**src/rtl/irq_pending_latch_if.sv**
```systemverilog
// Bundle between the request source / register block and the pending latch.
// The latch side (slave) receives raw request lines, mask writes and acks,
// and returns the pending/overflow state and the masked request vector.
interface irq_pending_latch_if;
  logic [3:0] req_in;
  logic       mask_we;
  logic [3:0] mask_wdata;
  logic       ack_valid;
  logic [1:0] ack_idx;
  logic [3:0] pend_vec;
  logic [3:0] pend_raw;
  logic [3:0] mask;
  logic [3:0] ovf;
  logic       any_pend;

  modport master (
    output req_in, mask_we, mask_wdata, ack_valid, ack_idx,
    input  pend_vec, pend_raw, mask, ovf, any_pend
  );

  modport slave (
    input  req_in, mask_we, mask_wdata, ack_valid, ack_idx,
    output pend_vec, pend_raw, mask, ovf, any_pend
  );
endinterface

```
**src/rtl/irq_pending_latch.sv**
```systemverilog
// Synchronizes four asynchronous request lines, latches events as sticky
// pending bits until acknowledged by index, tracks per-line overflow and
// presents a masked request vector for the downstream priority encoder.
module irq_pending_latch #(
  parameter int unsigned SYNC_STAGES = 2,  // 2..3
  parameter int unsigned EDGE_MODE   = 1   // 1: rising edge sets, 0: level sets
) (
  input logic               clk,
  input logic               rst_n,
  irq_pending_latch_if.slave bus
);

  logic [3:0] sync_q [SYNC_STAGES];
  logic [3:0] sync;
  logic [3:0] sync_d_q;
  logic [3:0] evt_d, evt_q;
  logic [3:0] ack_hit;
  logic [3:0] pend_d, pend_q;
  logic [3:0] ovf_d, ovf_q;
  logic [3:0] mask_d, mask_q;

  assign sync = sync_q[SYNC_STAGES-1];

  // Synchronizer chain plus one delayed copy for edge detection.
  always_ff @(posedge clk or negedge rst_n) begin
    if (!rst_n) begin
      for (int unsigned s = 0; s < SYNC_STAGES; s++) begin
        sync_q[s] <= '0;
      end
      sync_d_q <= '0;
    end else begin
      sync_q[0] <= bus.req_in;
      for (int unsigned s = 1; s < SYNC_STAGES; s++) begin
        sync_q[s] <= sync_q[s-1];
      end
      sync_d_q <= sync;
    end
  end

  // Event detection and one-hot decode of the acknowledged index.
  always_comb begin
    evt_d   = '0;
    ack_hit = '0;
    if (EDGE_MODE != 0) begin
      evt_d = sync & ~sync_d_q;
    end else begin
      evt_d = sync;
    end
    if (bus.ack_valid) begin
      ack_hit = 4'b0001 << bus.ack_idx;
    end
  end

  // Next-state for pending, overflow and mask; a new event beats a same-cycle ack.
  always_comb begin
    pend_d = pend_q;
    ovf_d  = ovf_q;
    mask_d = mask_q;
    for (int unsigned i = 0; i < 4; i++) begin
      if (evt_q[i]) begin
        pend_d[i] = 1'b1;
      end else if (ack_hit[i]) begin
        pend_d[i] = 1'b0;
      end
      if (EDGE_MODE == 0) begin
        ovf_d[i] = 1'b0;
      end else if (evt_q[i] && pend_q[i] && !ack_hit[i]) begin
        ovf_d[i] = 1'b1;
      end else if (ack_hit[i]) begin
        ovf_d[i] = 1'b0;
      end
    end
    if (bus.mask_we) begin
      mask_d = bus.mask_wdata;
    end
  end

  // State registers; the event is registered so capture lands
  // SYNC_STAGES+1 edges after the line is first sampled high.
  always_ff @(posedge clk or negedge rst_n) begin
    if (!rst_n) begin
      evt_q  <= '0;
      pend_q <= '0;
      ovf_q  <= '0;
      mask_q <= '0;
    end else begin
      evt_q  <= evt_d;
      pend_q <= pend_d;
      ovf_q  <= ovf_d;
      mask_q <= mask_d;
    end
  end

  assign bus.pend_raw = pend_q;
  assign bus.mask     = mask_q;
  assign bus.ovf      = ovf_q;
  assign bus.pend_vec = pend_q & ~mask_q;
  assign bus.any_pend = |(pend_q & ~mask_q);

endmodule

```
**src/flat_wrapper.sv**
```systemverilog
// flat-port wrapper written by rule: the top's interface ports become plain ports
module irq_pending_latch_flat 
#(
  parameter int unsigned SYNC_STAGES = 2,         
  parameter int unsigned EDGE_MODE   = 1                                        
)
  (clk, rst_n, bus_req_in, bus_mask_we, bus_mask_wdata, bus_ack_valid, bus_ack_idx, bus_pend_vec, bus_pend_raw, bus_mask, bus_ovf, bus_any_pend);
  irq_pending_latch_if bus_i ();
  input logic clk;
  input logic rst_n;
  input wire logic [$bits(bus_i.req_in)-1:0] bus_req_in;
  input wire logic [$bits(bus_i.mask_we)-1:0] bus_mask_we;
  input wire logic [$bits(bus_i.mask_wdata)-1:0] bus_mask_wdata;
  input wire logic [$bits(bus_i.ack_valid)-1:0] bus_ack_valid;
  input wire logic [$bits(bus_i.ack_idx)-1:0] bus_ack_idx;
  output wire logic [$bits(bus_i.pend_vec)-1:0] bus_pend_vec;
  output wire logic [$bits(bus_i.pend_raw)-1:0] bus_pend_raw;
  output wire logic [$bits(bus_i.mask)-1:0] bus_mask;
  output wire logic [$bits(bus_i.ovf)-1:0] bus_ovf;
  output wire logic [$bits(bus_i.any_pend)-1:0] bus_any_pend;
  assign bus_i.req_in = bus_req_in;
  assign bus_i.mask_we = bus_mask_we;
  assign bus_i.mask_wdata = bus_mask_wdata;
  assign bus_i.ack_valid = bus_ack_valid;
  assign bus_i.ack_idx = bus_ack_idx;
  assign bus_pend_vec = bus_i.pend_vec;
  assign bus_pend_raw = bus_i.pend_raw;
  assign bus_mask = bus_i.mask;
  assign bus_ovf = bus_i.ovf;
  assign bus_any_pend = bus_i.any_pend;
  irq_pending_latch #(.SYNC_STAGES(SYNC_STAGES), .EDGE_MODE(EDGE_MODE)) u_core (.clk(clk), .rst_n(rst_n), .bus(bus_i));
endmodule
```
**config.mk**
```make
export PLATFORM = sky130hd
export DESIGN_NAME = irq_pending_latch_flat
export DESIGN_NICKNAME = d
export VERILOG_FILES = /design/src/rtl/irq_pending_latch_if.sv /design/src/rtl/irq_pending_latch.sv /design/src/flat_wrapper.sv
export SDC_FILE = /design/constraint.sdc
export NUM_CORES = 1
export LEC_CHECK = 0
export ABC_CLOCK_PERIOD_IN_PS = 1000
export BUFFER_PORTS_ARGS = -buffer_cell sky130_fd_sc_hd__buf_4
export CORE_MARGIN = 5
export CORE_UTILIZATION = 35
export DETAILED_ROUTE_END_ITERATION = 7
export GPL_TIMING_DRIVEN = 0
export PLACE_DENSITY = 0.58
export SLEW_MARGIN = 20
export SYNTH_ARGS = -nofsm -noshare
export SYNTH_HDL_FRONTEND = slang
export SYNTH_SLANG_ARGS = --single-unit
```
**constraint.sdc**
```tcl
create_clock -name clk -period 1 [get_ports clk]
set_input_delay 0.1 -clock clk [delete_from_list [all_inputs] [get_ports clk]]
set_output_delay 0.1 -clock clk [all_outputs]
set_load 0.1 [all_outputs]
```
Word level (Yosys, flattened, before mapping) --
Cells that the tools add are included.
Word-level totals: output and inout port bits 17, bits of input ports 14, register bits 28, memory bits (writable) 0, memory bits (read-only) 0, latch bits 0, memories 0, word-level logic and storage cells 52
Cells by class: reduce and logical (&&, ||, !) cells 21, div/mod/pow operators 0, magnitude comparators 0, multiplexer cells 13, bitwise operators 4, add/subtract/negate cells 0, equality and inequality tests 0, shift-type cells 1, multipliers 0
Operators with widths (number):
- $reduce_bool 2->1 | 8
- $mux 1 | 12
- $and 4x4->4 | 2
- $logic_and 1x1->1 | 8
- $not 4->4 | 2
- $logic_not 1->1 | 4
- $mux 4 | 1
- $reduce_or 4->1 | 1
- $shl 1x2->4 const A | 1

Depth between registers and ports, before layout --
Gate-level depths: netlist of the first run.
word-level depth 5, mapped depth 2, depth with buffers taken out 2

Worst setup path after synthesis of the first run --
OpenSTA, ideal clock, no wires.
kind register to output, start point register u_core.pend_q[3], in the netlist u_core.bus.pend_raw[3], end point output port bus_any_pend, stages on the path, launching flop included 3, data arrival time 2.940 ns, buffers on the path 0, required time 0.900 ns, setup slack -2.040 ns, path through dfrtp_1 -> nor2b_1 -> or4_4
On the way: cells in the longest elaborated chain, start to end 2
Ends and longest elaborated chain:
- start: declaration | RTL line irq_pending_latch.sv:18 | logic [3:0] pend_d, pend_q;
- start signal: assignment | RTL line irq_pending_latch.sv:88 | pend_q <= pend_d;
- $and 4x4->4
- via bus_pend_vec[3] | RTL line flat_wrapper.sv:16 | output wire logic [$bits(bus_i.pend_vec)-1:0] bus_pend_vec;
- $reduce_or 4->1 | RTL line irq_pending_latch.sv:98 | assign bus.any_pend = |(pend_q & ~mask_q);
- end: declaration | RTL line flat_wrapper.sv:20 | output wire logic [$bits(bus_i.any_pend)-1:0] bus_any_pend;
The timed path passes the listed nets, and every way through them passes these cells.

Final worst setup path of the first run --
start point register u_core.pend_q[1], in the netlist u_core.bus.pend_raw[1], end point output port bus_any_pend
On the way: cells in the longest elaborated chain, start to end 2
Ends and longest elaborated chain (RTL line):
- $and 4x4->4 | irq_pending_latch.sv:98
- $reduce_or 4->1 | irq_pending_latch.sv:98
Every way passes these cells.

==> metrics, run 1 <==
CP Max Fanout=2; slew at the pin closest to its max-slew limit=334 ps; Mean Syn Cell Area=approximately 16 um2; GP Congestion=0.766; asr flop ratio synth=100%; post-route minimum period=1750 ps; unrepaired setup endpoints after global routing=true; Slew HR=about 80%; H-Tree Depth=1; Clock transition at path regs=130 ps; core area=0.00252 mm2; drt first pass iters=3; CP Data Arrival Time=approximately 1700 ps; flip-flop and latch area=~740 um2; area occupied by multi-input gates=265 um2; top post-synthesis cells by area=dfrtp_1, mux2_1, nor2b_1; worst hold path depth=2; via/cell ratio=4.45; leakage power total=approximately 0.8 nW; CTS tree=yes; crit path kind=reg -> out; post-DP HPWL=between 1000 and 1500 um; met2 wire length=around 910 um; fin util=68.7%; per-cell routed wire length=12.6 um; count of cell types in the netlist=16; met1 WL=791 um; via count=654; fmax=around 570 MHz; Syn Nets=74; Top Ports=31; worst hold slack=between 90 and 100 ps; sequential fraction of the synthesis area=around 75%; Final period util=175%; Max clock buf depth=2; Final Hold Fails=0; cell area after layout=approximately 0.0017 mm2; antenna-violating nets left=0; Clock Skew=between 0.9 and 1 ps; share of layout cells above drive strength 1=between 50% and 60%; TritonCTS Sinks=28; initial antenna violation count=0; cells on worst reg2reg path=3; Synth top area share=75.2%; Max Used Layer=met4; # rows=18; failing checks=negative setup slack; largest net degree at the start of global routing=29; commonest cells in the netlist=dfrtp_1, nor2b_1, mux2_1; area leader, netlist=dfrtp_1; Synth Instances=60; #FFs+latches synth=28; Worst VDD drop=1.38 mV; synthesized area=slightly above 900 um2; worst setup margin=-754 ps; clk root buf=clkbuf_4; status=finished with violations; crit start category=flip-flop; drt total wl=1860 um; Port Buffer Count=30; met3 wire len=146 um; Nets=approximately 130; vias in the first global route=702; most common cell in the netlist=dfrtp_1; Post-route DRC=0; first-pass GRT wire length=3140 um; Main synth FF type=dfrtp_1; Worst Hold Class=in -> reg; GR Util All Layers=11.8%; final setup TNS=-3860 ps; Max-Cap Viols=0; fin. max-slew vios=0; cell area power density=1850 mW/mm2; die area=0.00380 mm2; Worst-Skew Late Latency=300 ps; Initial Util=between 30% and 40%; Final setup viols=21; number of CTS-inserted buffers=3; Overflow after GRT=0; Req. time, crit path=900 ps; crit path capture type=output port; Post-synth EDFFs=0; Initial DRC Count=20; synth warn=0; Post-Place Cell Area=0.00126 mm2; Fillers=175; Area growth syn-to-layout=85.8%; Diodes inserted=0; die height=61.6 um; Chip Width=approximately 62 um
registers in the layout, indices dropped and copies added, names as in the netlist:
name,cells
u_core.bus.mask,4
u_core.bus.ovf,4
u_core.bus.pend_raw,4
u_core.evt_q,4
u_core.sync,4
u_core.sync_d_q,4
u_core.sync_q,4
logic make-up after synthesis:
kind of cell	synth area share (%)
AO/OA/AOI/OAI	6.98
multiplexers	4.83
flip-flops	75.2
buffers and inverters	0.806
AND/OR/NAND/NOR	12.2
final timing paths:
path                                       to  slack, ps                   start
max                              bus_any_pend       -750  u_core.bus.pend_raw[1]
min reg2reg                    u_core.sync[2]        360        u_core.sync_q[6]
max in group asynchronous   u_core.bus.ovf[2]        500                   rst_n
min in group asynchronous  u_core.bus.mask[2]        220                   rst_n
min                        u_core.bus.mask[0]         90             bus_mask_we
max reg2reg                u_core.bus.mask[1]       -110      u_core.bus.mask[1]
cell usage in the layout, fill, tap and decap left out:
cell type,netlist,routed
nand3_1,1,1
nor2_1,3,2
a21oi_1,3,2
mux2_4,0,4
a21o_1,2,2
a31oi_1,3,3
dlygate4sd3_1,0,12
buf_6,0,8
dfrtp_2,0,3
inv_1,2,2
buf_12,0,15
or4_4,1,1
nor2b_4,2,4
nand3b_1,1,1
nor3b_2,0,1
and2_1,1,1
buf_4,0,18
a21oi_2,0,1
buf_8,0,1
nor2_2,0,1
clkbuf_4,0,3
nor2b_1,6,4
o21bai_1,1,1
a21o_2,1,1
dfrtp_1,28,16
dfrtp_4,0,9
through the flow:
stage,instances,total power [mW],setup WS (ps)
detailed placement,120,2.40,-461
finish,147,3.21,-754
floorplan,60,2.15,-761
CTS,140,3.15,-767
global placement,120,2.39,-457
global route,147,3.35,-816
power by group:
part           switching (mW)  internal, mW
Sequential             0.0813          1.26
Clock                   0.274         0.141
Combinational           0.867         0.585
per-layer routing:
layer / vias up / global-route usage [%]
li1: 314 / -
met1: 315 / 14.1
met2: 23 / 19.6
met3: 2 / 3.56
met4: 0 / 5.45
met5: - / 0
layout make-up:
cell class / instances / area share (%)
Sequential cell: 28 / 42.6
Clock buffer: 3 / 1.30
Tap cell: 30 / 2.17
Inverter: 2 / 0.434
Timing Repair Buffer: 54 / 38.2
Multi-Input combinational cell: 30 / 15.3
critical path, stage by stage, from the launching register on:
cell and delay (ps):
dfrtp_4 500, nor2b_4 130, or4_4 540, buf_12 180
timing repair:
| item | in CTS | in global routing |
|---|---|---|
| hold buffers | 9 | 3 |
| endpoints found under the hold margin | 36 | 3 |
| setup endpoints to repair | 17 | 22 |
| resized for setup | 46 | 13 |
| pin swaps | 0 | 1 |
| setup buffers | 8 | 5 |
(Power assumes the default switching activity.)
==> run 2, diff against run 1 <==
--- a/config.mk
+++ b/config.mk
@@ -7,11 +7,14 @@
 export LEC_CHECK = 0
 export ABC_CLOCK_PERIOD_IN_PS = 1000
 export BUFFER_PORTS_ARGS = -buffer_cell sky130_fd_sc_hd__buf_4
+export CAP_MARGIN = 20
+export CELL_PAD_IN_SITES_DETAIL_PLACEMENT = 0
+export CELL_PAD_IN_SITES_GLOBAL_PLACEMENT = 1
 export CORE_MARGIN = 5
-export CORE_UTILIZATION = 35
+export CORE_UTILIZATION = 34
 export DETAILED_ROUTE_END_ITERATION = 7
 export GPL_TIMING_DRIVEN = 0
-export PLACE_DENSITY = 0.58
+export PLACE_DENSITY = 0.68
 export SLEW_MARGIN = 20
 export SYNTH_ARGS = -nofsm -noshare
 export SYNTH_HDL_FRONTEND = slang
==> run 2 against run 1 <==
  * The flow still finishes with violations (negative setup slack)
  * Count of clock-buffer cells in the layout increased by 1
  * Via count grew 2.9%
  * Sequential share of layout area is 0.99 points lower
  * Clock power is 28% higher
  * Routed wire length grew 1.1%
  * Critical path type unchanged
  * Critical endpoint unchanged
  * Largest power group unchanged
  * Highest routed layer unchanged
==> metrics, run 2 (same netlist as run 1, synthesis figures left out) <==
status=finished with violations; failing checks=negative setup slack; Worst Hold Class=in -> reg; leakage power total=0.820 nW (+2.5%); # rows=19 (+1); TritonCTS Sinks=28 (unchanged); via count=673 (+2.9%); worst setup margin=-776 ps (-22.3 ps); antenna-violating nets left=0 (unchanged); beginning of the worst hold path=bus_mask_we; Worst-Skew Late Latency=310 ps (about the same); Max-Cap Viols=0 (unchanged); GR Util met3=4.14% (+0.58 points); Initial DRC Count=4 (-80%); first-pass GRT wire length=3300 um (+5.1%); Clock transition at path regs=140 ps (about the same); initial antenna violation count=0 (unchanged); die height=62.4 um (+1.2%); core area=0.00269 mm2 (+6.5%); Slew HR=77.1% (-0.65 points); unrepaired setup endpoints after global routing=true; Area growth syn-to-layout=90.2%; number of CTS-inserted buffers=3 (unchanged); Worst VDD drop=1.36 mV (-1.5%); dpl cells=121 (+0.83%); clk root buf=clkbuf_4; Top Ports=31 (unchanged); max incr delay on CP=540 ps (about the same); crit path max-delay cell type=or4_4; Final setup viols=19 (-9.5%); GR Util All Layers=10.5% (-1.3 points); commonest non-fill, non-tap cell in the layout=buf_4; WP buf/inv=1 (unchanged); Initial Util=34.7% (-2.3 points); CTS tree=yes; post-DP HPWL=1200 um (-4.1%); Clock Skew=1.87 ps (+0.972 ps); CP Max Fanout=2 (unchanged); Finished Layout Cells=151 (+2.7%); largest net degree at the start of global routing=29 (unchanged); Cell Chain, Critical Path=nor2b_4 -> or4_4 -> buf_12; fin. max-slew vios=0 (unchanged); Max clock buf depth=2 (unchanged); Post-route DRC=0 (unchanged); Port Buffer Count=30 (unchanged); crit path capture type=output port; crit path kind=reg -> out; CP Data Arrival Time=1680 ps (+30 ps); crit start category=flip-flop; worst hold path depth=2 (unchanged); Final Hold Fails=0 (unchanged); crit-path leading delay family=simple AND/OR/NAND/NOR gates; Final period util=178% (+2.2 points); Post-Place Cell Area=0.00126 mm2 (about the same); fmax=563 MHz (-1.3%); die area=0.00389 mm2 (+2.5%); GP Congestion=0.712 (-7.0%); Overflow after GRT=0 (unchanged); met1 Use GR=13.5% (-0.62 points); Req. time, crit path=900 ps (about the same); share of layout cells above drive strength 1=60.8% (+1.0 points); Worst setup startpoint=u_core.bus.pend_raw[2]; vias in the first global route=709 (+1.0%); reg2reg start=u_core.bus.pend_raw[2]; met2 Track Usage GR=15.9% (-3.6 points); Chip Width=62.4 um (+1.2%); GR peak layer=met2; via/cell ratio=4.46 (+0.18%); Nets=135 (+1.5%); Hold Path End=u_core.bus.mask[0]; R2R Setup Slk=-160 ps (-50 ps); cell area after layout=0.00177 mm2 (+2.4%); Diodes inserted=0 (unchanged); drt total wl=1880 um (+1.1%); drt first pass iters=2 (-1); cell area power density=1890 mW/mm2 (+1.9%); post-route minimum period=1780 ps (+22.3 ps); cells on worst reg2reg path=4 (+1); commonest non-fill, non-tap cells in the layout=buf_4, dfrtp_1, buf_12; Reg2Reg Capture Point=u_core.bus.ovf[2]; H-Tree Depth=1 (unchanged); slew at the pin closest to its max-slew limit=344 ps (+9.82 ps); per-cell routed wire length=12.4 um (-1.5%)
-- run 2: where the power goes --
group | switching, mW | internal [mW] | total, mW
Clock | 0.309 | 0.222 | 0.531
Sequential | 0.0784 | 1.26 | 1.34
Combinational | 0.873 | 0.604 | 1.48
Total | 1.26 | 2.08 | 3.34
-- run 2: repair_timing --
item	4_1_cts	5_1_grt
resized for setup	52	12
hold endpoints to repair	39	0
endpoints found under the setup margin	17	21
gates cloned	0	0
pin swaps	1	1
hold buffers	12	0
setup buffers	9	7
-- run 2: metal layers --
layer  vias up  part of all wire (%)  wire (um)
met4         0                  0.53         10
met3         2                   8.4        157
met2        19                    51        952
met5         -                     0          0
met1       329                    40        758
li1        323                     -          -
-- run 2: cell type report --
cell class,instances,area [um2]
tap,31,38.8
timing repair buffer,56,691
inverter,2,7.51
multi-input combinational,30,262
fill,200,913
clock buffer,4,36.3
sequential,28,738
-- run 2: worst max path at each step --
stage,endpoint,slack [ps],cells past startpoint
finish,bus_any_pend,-780,3
global route,bus_any_pend,-840,3
floorplan,bus_any_pend,-760,2
CTS,bus_any_pend,-790,3
global placement,bus_any_pend,-470,3
detailed placement,bus_any_pend,-480,3
-- run 2: per-stage QoR --
| stage | setup TNS (ps) | setup WS [ps] | power [mW] | util, % | hold slack [ps] |
|---|---|---|---|---|---|
| 6_report | -4230 | -776 | 3.34 | 66.0 | 79.1 |
| 4_1_cts | -4200 | -791 | 3.30 | 63.3 | 66.8 |
| 3_5_place_dp | -495 | -478 | 2.40 | 47.0 | 34.4 |
| 5_1_grt | -5370 | -841 | 3.49 | 66.0 | 45.2 |
| 3_3_place_gp | -479 | -470 | 2.39 | 47.0 | 28.5 |
| 2_1_floorplan | -2260 | -761 | 2.15 | - | -196 |
